--- src/rtl/rtc_bcd_alarm.sv ---
// BCD hh:mm:ss real-time clock with a generic tick divider, run/hold, validated time set,
// runtime 12/24-hour display and a maskable hh:mm alarm with a fixed-length fire pulse.
module rtc_bcd_alarm #(
  parameter int TICK_DIV  = 100_000_000,
  parameter int ALARM_LEN = 1
) (
  input  logic       clk,
  input  logic       rst,
  input  logic       run,
  input  logic       mode_12h,
  input  logic       set_valid,
  input  logic [7:0] set_hr,
  input  logic [7:0] set_min,
  input  logic [7:0] set_sec,
  output logic       set_err,
  input  logic       alm_wr,
  input  logic [7:0] alm_hr,
  input  logic [7:0] alm_min,
  input  logic       alm_en,
  output logic       alarm_fire,
  output logic       sec_tick,
  output logic [3:0] hrm,
  output logic [3:0] hrl,
  output logic [3:0] minm,
  output logic [3:0] minl,
  output logic [3:0] secm,
  output logic [3:0] secl,
  output logic       pm
);

  localparam int CW = (TICK_DIV > 1) ? $clog2(TICK_DIV) : 1;
  localparam logic [CW-1:0] CNT_MAX = CW'(TICK_DIV - 1);
  localparam int FW = $clog2(ALARM_LEN + 1);
  localparam logic [FW-1:0] FIRE_LEN = FW'(ALARM_LEN);

  typedef struct packed {
    logic [3:0] hm, hl, mm, ml, sm, sl;
  } time_t;

  // With both nibbles <= 9, hex ordering matches decimal ordering.
  function automatic logic bcd_ok(input logic [7:0] v, input logic [7:0] max_v);
    return (v[7:4] <= 4'd9) && (v[3:0] <= 4'd9) && (v <= max_v);
  endfunction

  logic [CW-1:0] cnt_q, cnt_d;
  time_t         time_q, time_d, time_inc;
  logic [15:0]   alm_q, alm_d;
  logic [FW-1:0] fire_q, fire_d;
  logic          set_err_q;
  logic          set_load, set_bad, tick, alm_match;
  logic [4:0]    hr_bin, hr_12;

  assign set_load  = set_valid && bcd_ok(set_hr, 8'h23) && bcd_ok(set_min, 8'h59)
                     && bcd_ok(set_sec, 8'h59);
  assign set_bad   = set_valid && !set_load;
  assign tick      = !rst && run && (cnt_q == CNT_MAX) && !set_load;
  assign alm_match = tick && alm_en && ({time_inc.sm, time_inc.sl} == 8'h00)
                     && ({time_inc.hm, time_inc.hl, time_inc.mm, time_inc.ml} == alm_q);

  // Seconds-advance cascade; hour wraps 23 -> 00 so no illegal digit is reachable.
  always_comb begin
    // NOTE: every always_comb output gets a default first so no path can infer a latch.
    time_inc = time_q;
    if (time_q.sl != 4'd9) time_inc.sl = time_q.sl + 4'd1;
    else begin
      time_inc.sl = 4'd0;
      if (time_q.sm != 4'd5) time_inc.sm = time_q.sm + 4'd1;
      else begin
        time_inc.sm = 4'd0;
        if (time_q.ml != 4'd9) time_inc.ml = time_q.ml + 4'd1;
        else begin
          time_inc.ml = 4'd0;
          if (time_q.mm != 4'd5) time_inc.mm = time_q.mm + 4'd1;
          else begin
            time_inc.mm = 4'd0;
            if ({time_q.hm, time_q.hl} == 8'h23) begin
              time_inc.hm = 4'd0;
              time_inc.hl = 4'd0;
            end else if (time_q.hl == 4'd9) begin
              time_inc.hl = 4'd0;
              time_inc.hm = time_q.hm + 4'd1;
            end else begin
              time_inc.hl = time_q.hl + 4'd1;
            end
          end
        end
      end
    end
  end

  always_comb begin
    cnt_d  = cnt_q;
    time_d = time_q;
    alm_d  = alm_q;
    fire_d = fire_q;
    if (set_load) begin
      cnt_d  = '0;
      time_d = time_t'({set_hr, set_min, set_sec});
    end else if (run) begin
      cnt_d = (cnt_q == CNT_MAX) ? '0 : cnt_q + CW'(1);
      if (tick) time_d = time_inc;
    end
    if (alm_wr && bcd_ok(alm_hr, 8'h23) && bcd_ok(alm_min, 8'h59)) alm_d = {alm_hr, alm_min};
    if (!alm_en)              fire_d = '0;
    else if (alm_match)       fire_d = FIRE_LEN;
    else if (fire_q != '0)    fire_d = fire_q - FW'(1);
  end

  always_ff @(posedge clk) begin
    // NOTE: state registers use non-blocking assignments so all flops update together.
    if (rst) begin
      cnt_q     <= '0;
      time_q    <= '0;
      alm_q     <= '0;
      fire_q    <= '0;
      set_err_q <= 1'b0;
    end else begin
      cnt_q     <= cnt_d;
      time_q    <= time_d;
      alm_q     <= alm_d;
      fire_q    <= fire_d;
      set_err_q <= set_bad;
    end
  end

  // 12h view is derived from the 24h state; hour 0 shows as 12 AM.
  always_comb begin
    hr_bin = {1'b0, time_q.hm} * 5'd10 + {1'b0, time_q.hl};
    hr_12  = hr_bin;
    if (hr_bin == 5'd0)       hr_12 = 5'd12;
    else if (hr_bin > 5'd12)  hr_12 = hr_bin - 5'd12;
    hrm = time_q.hm;
    hrl = time_q.hl;
    pm  = 1'b0;
    if (mode_12h) begin
      pm  = (hr_bin >= 5'd12);
      hrm = (hr_12 >= 5'd10) ? 4'd1 : 4'd0;
      hrl = (hr_12 >= 5'd10) ? 4'(hr_12 - 5'd10) : hr_12[3:0];
    end
  end

  assign minm       = time_q.mm;
  assign minl       = time_q.ml;
  assign secm       = time_q.sm;
  assign secl       = time_q.sl;
  assign sec_tick   = tick;
  assign set_err    = set_err_q;
  assign alarm_fire = (fire_q != '0) && alm_en;

endmodule

--- config.mk ---
export PLATFORM = sky130hd
export DESIGN_NAME = rtc_bcd_alarm
export DESIGN_NICKNAME = d
export VERILOG_FILES = /design/src/rtl/rtc_bcd_alarm.sv
export SDC_FILE = /design/constraint.sdc
export NUM_CORES = 1
export LEC_CHECK = 0
export CAP_MARGIN = 10
export CORE_ASPECT_RATIO = 0.5
export CORE_MARGIN = 2
export CORE_UTILIZATION = 51
export DETAILED_ROUTE_END_ITERATION = 10
export PLACE_DENSITY = 0.85
export SLEW_MARGIN = 20
export SYNTH_ARGS = -nofsm -noshare
export SYNTH_HDL_FRONTEND = slang
export SYNTH_SLANG_ARGS = --single-unit
--- constraint.sdc ---
create_clock -name clk -period 3.6 [get_ports clk]
set_input_delay 0.36 -clock clk [delete_from_list [all_inputs] [get_ports clk]]
set_output_delay 0.36 -clock clk [all_outputs]
set_load 0.03 [all_outputs]
==> impl_metrics.tcl, run 1 <==
set metrics [dict create \
    clk_pin_slew_ns 0.06 \
    avgRoutedWirePerCell_um 16.1 \
    ff2ff_path_depth 7 \
    finalPower_uw 1790 \
    routed_wl_um 12500 \
    drt-initial-drc-count 428 \
    hp-start "cnt_q[1]" \
    fin_crit_sh 0.987 \
    first_pass_iters 5 \
    synth_common_cells "nor2_1 (87), dfxtp_1 (69), nand2_1 (37)" \
    path_delay_family "adder cells" \
    syn_inst 590 \
    placed_cells 757 \
    p_int_uw 1380 \
    grt_pass1_wl_um 20400 \
    clock_path_buffers 2 \
    netlist_top_cells_area "dfxtp_1 (30%), nor2_1 (7.0%), xnor2_1 (5.3%)" \
    synth_edf_count 0 \
    ys.warnings.count 0 \
    ir_drop_mv 0.303 \
    leakage_uw 0.00208 \
    dp_hpwl_um 8800 \
    crit_chain "ha_4 -> fa_2 -> xor2_4 -> buf_6 -> ha_4 -> nand2_2 -> nand2_1 -> a21oi_1 -> mux2_4 -> ha_4 -> o21ai_2 -> a21oi_2 -> buf_4 -> xnor2_2 -> mux2i_2 -> buf_4" \
    hold-path-endpoint "cnt_q[1]" \
    fin_util 0.676 \
    status "finished clean" \
    diodes 0 \
    cp.buffers_inverters 3 \
    tightest_slew_ns 0.742 \
    place.gp.congestion 0.920 \
    ioPinCount 75 \
    drive_above_1_share 0.122 \
    port_buffers 74 \
    cts_inserted_buffers 9 \
    min_path_type "register to register" \
    critPathLaunchType "register" \
    clock-root-buffer "clkbuf_16" \
    ant_nets 0 \
    synth_top_cell_by_area "dfxtp_1" \
    vias 4612 \
    grt_pass1_vias 4233 \
    crit_fanout 3 \
    critPathKind "register to output pin" \
    power_frac_comb 0.070 \
    async_flop_share 0 \
    max_clock_freq_mhz 281 \
    period_needed_ns 3.55 \
    h-tree-depth 3 \
    layout.nets 718 \
    initial_core_util 0.529 \
    synth.avg_cell_area_um2 7.86 \
    powerDensity_nw_per_um2 302 \
    die_area_um2 9920 \
    ys_seq_area_frac 0.298 \
    slowest_stage "fa_2" \
    power.switching_uw 412 \
    cpPeakStageDelay_ns 0.38 \
    viasPerCell 5.91 \
    grt-ovfl-total 0 \
    synth-seq-cells 69 \
    slew_viol_final 0 \
    antenna_found_initial 0 \
    die_h_um 71.4 \
    path_depth 16 \
    clkPwrFrac 0.499 \
    clk_latency_ns 0.34 \
    dieWidth_um 139 \
    cap_viol_max_count 0 \
    r2r_slack_ns 0.58 \
    final_cells 780 \
    hold_viol_final 0 \
    yosys.cell_types.count 67 \
    whs_ns 0.502 \
    reg2reg_to "fire_q" \
    p_seq_frac 0.431 \
    grt_max_degree 31 \
    synth_top_area_share 0.298 \
    syn2layout_area_growth_pct 27.8 \
    r2r_start "minm[0]" \
    setup_viol 0 \
    swShare 0.230 \
    crit_top_cell "ha_4" \
    holdPathStages 2 \
    cp.arrival_ns 3.19 \
    syn_area_um2 4640 \
    cts_num_sinks 69 \
    remaining_drc_errors 0 \
    core_area_um2 8770 \
    rows 24 \
    synth_most_common_cell "nor2_1" \
    synth_flop_cell "dfxtp_1" \
    end_kind "output pin" \
    crit_required_ns 3.24 \
    synth_nets 650 \
    layout_setup_ws_ns 0.0472 \
    slew_headroom 0.498 \
    cts_tree "done" \
    dp_slack_ns -0.0231 \
    track_usage 0.252 \
    skew_ns 0.00576 \
]
repair_timing:
action / CTS / global route
hold buffers: 0 / 0
buffers inserted: 3 / 4
pin swaps: 7 / 3
endpoints found under the setup margin: 4 / 3
gates resized for setup: 19 / 11
worst max-delay path by stage:
stage,from,to,slack (ns)
floorplan,time_q[20],hrl[1],0.005
detailed placement,time_q[20],hrm[0],-0.02
global route,time_q[20],hrl[2],-0.06
global placement,time_q[20],hrm[0],0.06
finish,time_q[20],hrl[1],0.05
CTS,time_q[20],hrl[2],0.0007
logic make-up after synthesis:
family,after synthesis,synth area share
AND/OR/NAND/NOR,275,0.308
AO/OA/AOI/OAI,96,0.132
flip-flops,69,0.298
buffers and inverters,59,0.0642
XOR/XNOR,51,0.0993
multiplexers,27,0.0615
adder cells (fa/ha/maj),13,0.0367
worst register-to-register path, stage by stage, from the launching register on:
cell and delay (ns):
dfxtp_1 0.46, nor4bb_1 0.71, nand2_1 0.23, nor3_1 0.48, o22ai_2 0.14, xnor2_1 0.17
or4_1 0.54, nor4_2 0.19
metrics by stage:
step	setup TNS (ns)	area, um^2
2_1_floorplan	0	4640
3_3_place_gp	0	5450
3_5_place_dp	-0.0231	5450
4_1_cts	0	5860
5_1_grt	-0.149	5930
6_report	0	5930
layout by cell type (no fill, tap or decap), types with 3 or more instances in the layout:
cell type        instances
nor2_1                  86
clkdlybuf4s50_1         70
dfxtp_1                 67
nand2_1                 35
buf_4                   30
nor3_1                  28
xnor2_1                 27
nand3_1                 26
a21oi_1                 24
o21ai_0                 24
mux2i_1                 23
xor2_1                  21
nor2b_1                 15
and3_1                  12
nand2b_1                12
inv_1                   11
nand4_1                 10
clkbuf_16                9
or4_1                    6
ha_1                     6
and2_1                   5
a211oi_1                 5
nor3b_1                  5
o22ai_1                  5
ha_4                     5
nand3b_1                 4
nor4_1                   4
o211ai_1                 4
and4_1                   3
nor4bb_1                 3
a22oi_1                  3
o31ai_1                  3
a31oi_1                  3
a211o_1                  3
area by class of cell:
cell class,instances,area [um^2]
multi-input cells,462,3090
clock inverters,6,71.3
well taps,117,146
flip-flops and latches,69,1390
clock buffers,10,229
repair buffers,103,957
inverters,13,48.8
fillers,708,2840
metal layers:
| layer | wire length, um | global-route usage |
|---|---|---|
| met2 | 6060 | 0.439 |
| met4 | 375 | 0.102 |
| met5 | 0 | 0 |
| met3 | 888 | 0.0455 |
| met1 | 5210 | 0.316 |
power by group through the flow:
stage | logic [uW] | registers [uW] | clock network (uW)
floorplan | 44.8 | 789 | 0
global placement | 119 | 789 | 0
detailed placement | 122 | 789 | 0
CTS | 123 | 771 | 902
global route | 134 | 772 | 932
finish | 126 | 771 | 895
flip-flops by register name, summed over array words and instances (netlist names):
| register | count |
|---|---|
| time_q | 8 |
| secm | 4 |
| minm | 4 |
| minl | 4 |
| cnt_q | 27 |
| fire_q | 1 |
| secl | 4 |
| set_err | 1 |
| alm_q | 16 |
(Power assumes the default switching activity.)
==> run 2: changes to the inputs <==
--- a/config.mk
+++ b/config.mk
@@ -10,8 +10,9 @@
 export CORE_MARGIN = 2
 export CORE_UTILIZATION = 51
 export DETAILED_ROUTE_END_ITERATION = 10
-export PLACE_DENSITY = 0.85
+export PLACE_DENSITY = 0.86
 export SLEW_MARGIN = 20
 export SYNTH_ARGS = -nofsm -noshare
 export SYNTH_HDL_FRONTEND = slang
 export SYNTH_SLANG_ARGS = --single-unit
+export TNS_END_PERCENT = 100
==> impl_metrics.tcl, run 2 (synthesis results as in run 1) <==
set metrics [dict create \
    status "finished clean" \
    final_cells 777 \
    layout.nets 715 \
    remaining_drc_errors 0 \
    slew_headroom 0.553 \
    ant_nets 0 \
    tightest_slew_ns 0.662 \
    min_path_type "register to register" \
    slew_viol_final 0 \
    core_area_um2 8770 \
    powerDensity_nw_per_um2 316 \
    regMostFlops "cnt_q" \
    dieWidth_um 139 \
    swShare 0.216 \
    power_frac_comb 0.067 \
    clkPwrFrac 0.521 \
    mostFrequentLayoutCells "nor2_1 (86), clkdlybuf4s50_1 (70), dfxtp_1 (67)" \
    hp-start "alm_q[15]" \
    fillers 700 \
    routed_wl_um 12100 \
    syn2layout_area_growth_pct 27.7 \
    drive_above_1_share 0.118 \
    die_area_um2 9920 \
    die_h_um 71.4 \
    globalRouteMet1Util 0.307 \
    crit_start "time_q[20]" \
    grt-ovfl-total 0 \
    h-tree-depth 3 \
    period_needed_ns 3.58 \
    crit_fanout 4 \
    setup_viol 0 \
    diodes 0 \
    finalPower_uw 1870 \
    vias 4539 \
    end_kind "output pin" \
    hold_viol_final 0 \
    p_seq_frac 0.412 \
    cp.arrival_ns 3.22 \
    cts_inserted_buffers 9 \
    grt_pass1_wl_um 20000 \
    grt_most_used_layer "met2" \
    cap_viol_max_count 0 \
    grt_pass1_vias 4278 \
    initial_core_util 0.529 \
    placed_cells 757 \
    critPathLaunchType "register" \
    rows 24 \
    cts_tree "done" \
    clock_path_buffers 2 \
    multi_input_area_um2 3080 \
    clk_pin_slew_ns 0.06 \
    ctsHoldBuffers 0 \
    power.switching_uw 405 \
    layout_setup_ws_ns 0.0238 \
    max_clock_freq_mhz 280 \
    grt_use_met2 0.440 \
    cts_num_sinks 69 \
    whs_ns 0.505 \
    largest_reg_flops 27 \
    dp_slack_ns 0.0314 \
    antenna_found_initial 0 \
    crit_chain "ha_4 -> fa_2 -> inv_2 -> ha_1 -> and2_4 -> buf_4 -> a21oi_2 -> mux2_4 -> ha_4 -> o21ai_1 -> a21oi_2 -> buf_4 -> a21oi_1 -> a22o_1 -> buf_6" \
    viasPerCell 5.84 \
    avgRoutedWirePerCell_um 15.6 \
    crit_required_ns 3.24 \
    ioPinCount 75 \
    track_usage 0.247 \
    grt_max_degree 31 \
    final_common_cell "nor2_1" \
    fin_util 0.675 \
    critPathKind "register to output pin" \
    place.gp.congestion 0.919 \
    skew_ns 0.00662 \
    ir_drop_mv 0.256 \
    leakage_uw 0.00209 \
    drt-initial-drc-count 459 \
    clock-root-buffer "clkbuf_16" \
    dp_hpwl_um 8560 \
    port_buffers 74 \
    cpPeakStageDelay_ns 0.56 \
    grt_util_met3 0.0481 \
    slowest_stage "fa_2" \
    clk_latency_ns 0.34 \
    fin_crit_sh 0.993 \
    p_int_uw 1470 \
    first_pass_iters 6 \
    regArea_um2 1390 \
    largest_registers "cnt_q: 27 flops, alm_q: 16 flops, time_q: 8 flops" \
    r2r_start "minm[0]" \
]
[run 2: cell types whose count changed in the layout (fill, tap and decap cells not counted), sizes merged]
| cell | change |
|---|---|
| buf | -3 |
| bufinv | +1 |
| clkbuf | +1 |
| clkinv | +1 |
| clkinvlp | -1 |
| dlygate4sd2 | -1 |
| inv | -1 |
[run 2: final cells by class]
cell class                 instances  area share
multi-input combinational        462       0.520
inverter                          13     0.00824
clock buffer                      10      0.0404
clock inverter                     6      0.0158
sequential                        69       0.234
tap                              117      0.0247
timing repair buffer             100       0.157
[run 2: worst paths after layout]
| check | endpoint | slack, ns | cells past startpoint |
|---|---|---|---|
| hold / removal | alm_q[15] | 0.50 | 2 |
| setup / recovery | hrl[2] | 0.02 | 15 |
| hold reg to reg | alm_q[15] | 0.50 | 2 |
| setup reg to reg | fire_q | 0.70 | 7 |
[run 2: critical path: cells and delay by family, from the launching register on]
kind / cells / cell delay (ns)
compound gates: 5 / 0.64
mux: 1 / 0.19
buf+inv: 4 / 0.50
simple gates: 1 / 0.13
fa+ha+maj: 4 / 1.04
flops: 1 / 0.36
[run 2: through the flow]
stage	setup TNS (ns)	instance area, um^2
3_3_place_gp	0	5450
6_report	0	5920
5_1_grt	-0.114	5920
4_1_cts	0	5880
3_5_place_dp	0	5450
2_1_floorplan	0	4640
[run 2: metal layers]
metal  vias up  share of wire
met3        25          0.052
met5         -              0
met1      2157           0.44
met4         0          0.018
li1       2207              -
met2       150           0.49
[run 2: power groups by stage]
stage | Combinational [uW] | Sequential (uW) | Clock (uW)
after floorplan | 44.8 | 789 | 0
after detailed placement | 121 | 789 | 0
after CTS | 124 | 771 | 991
final | 125 | 771 | 975
after global routing | 133 | 772 | 1020
after global placement | 119 | 789 | 0
[run 2: what timing repair did]
| action | 4_1_cts | 5_1_grt |
|---|---|---|
| setup buffers | 3 | 1 |
| pin swaps | 5 | 4 |
| gates resized for setup | 17 | 11 |
| setup endpoints to repair | 3 | 3 |
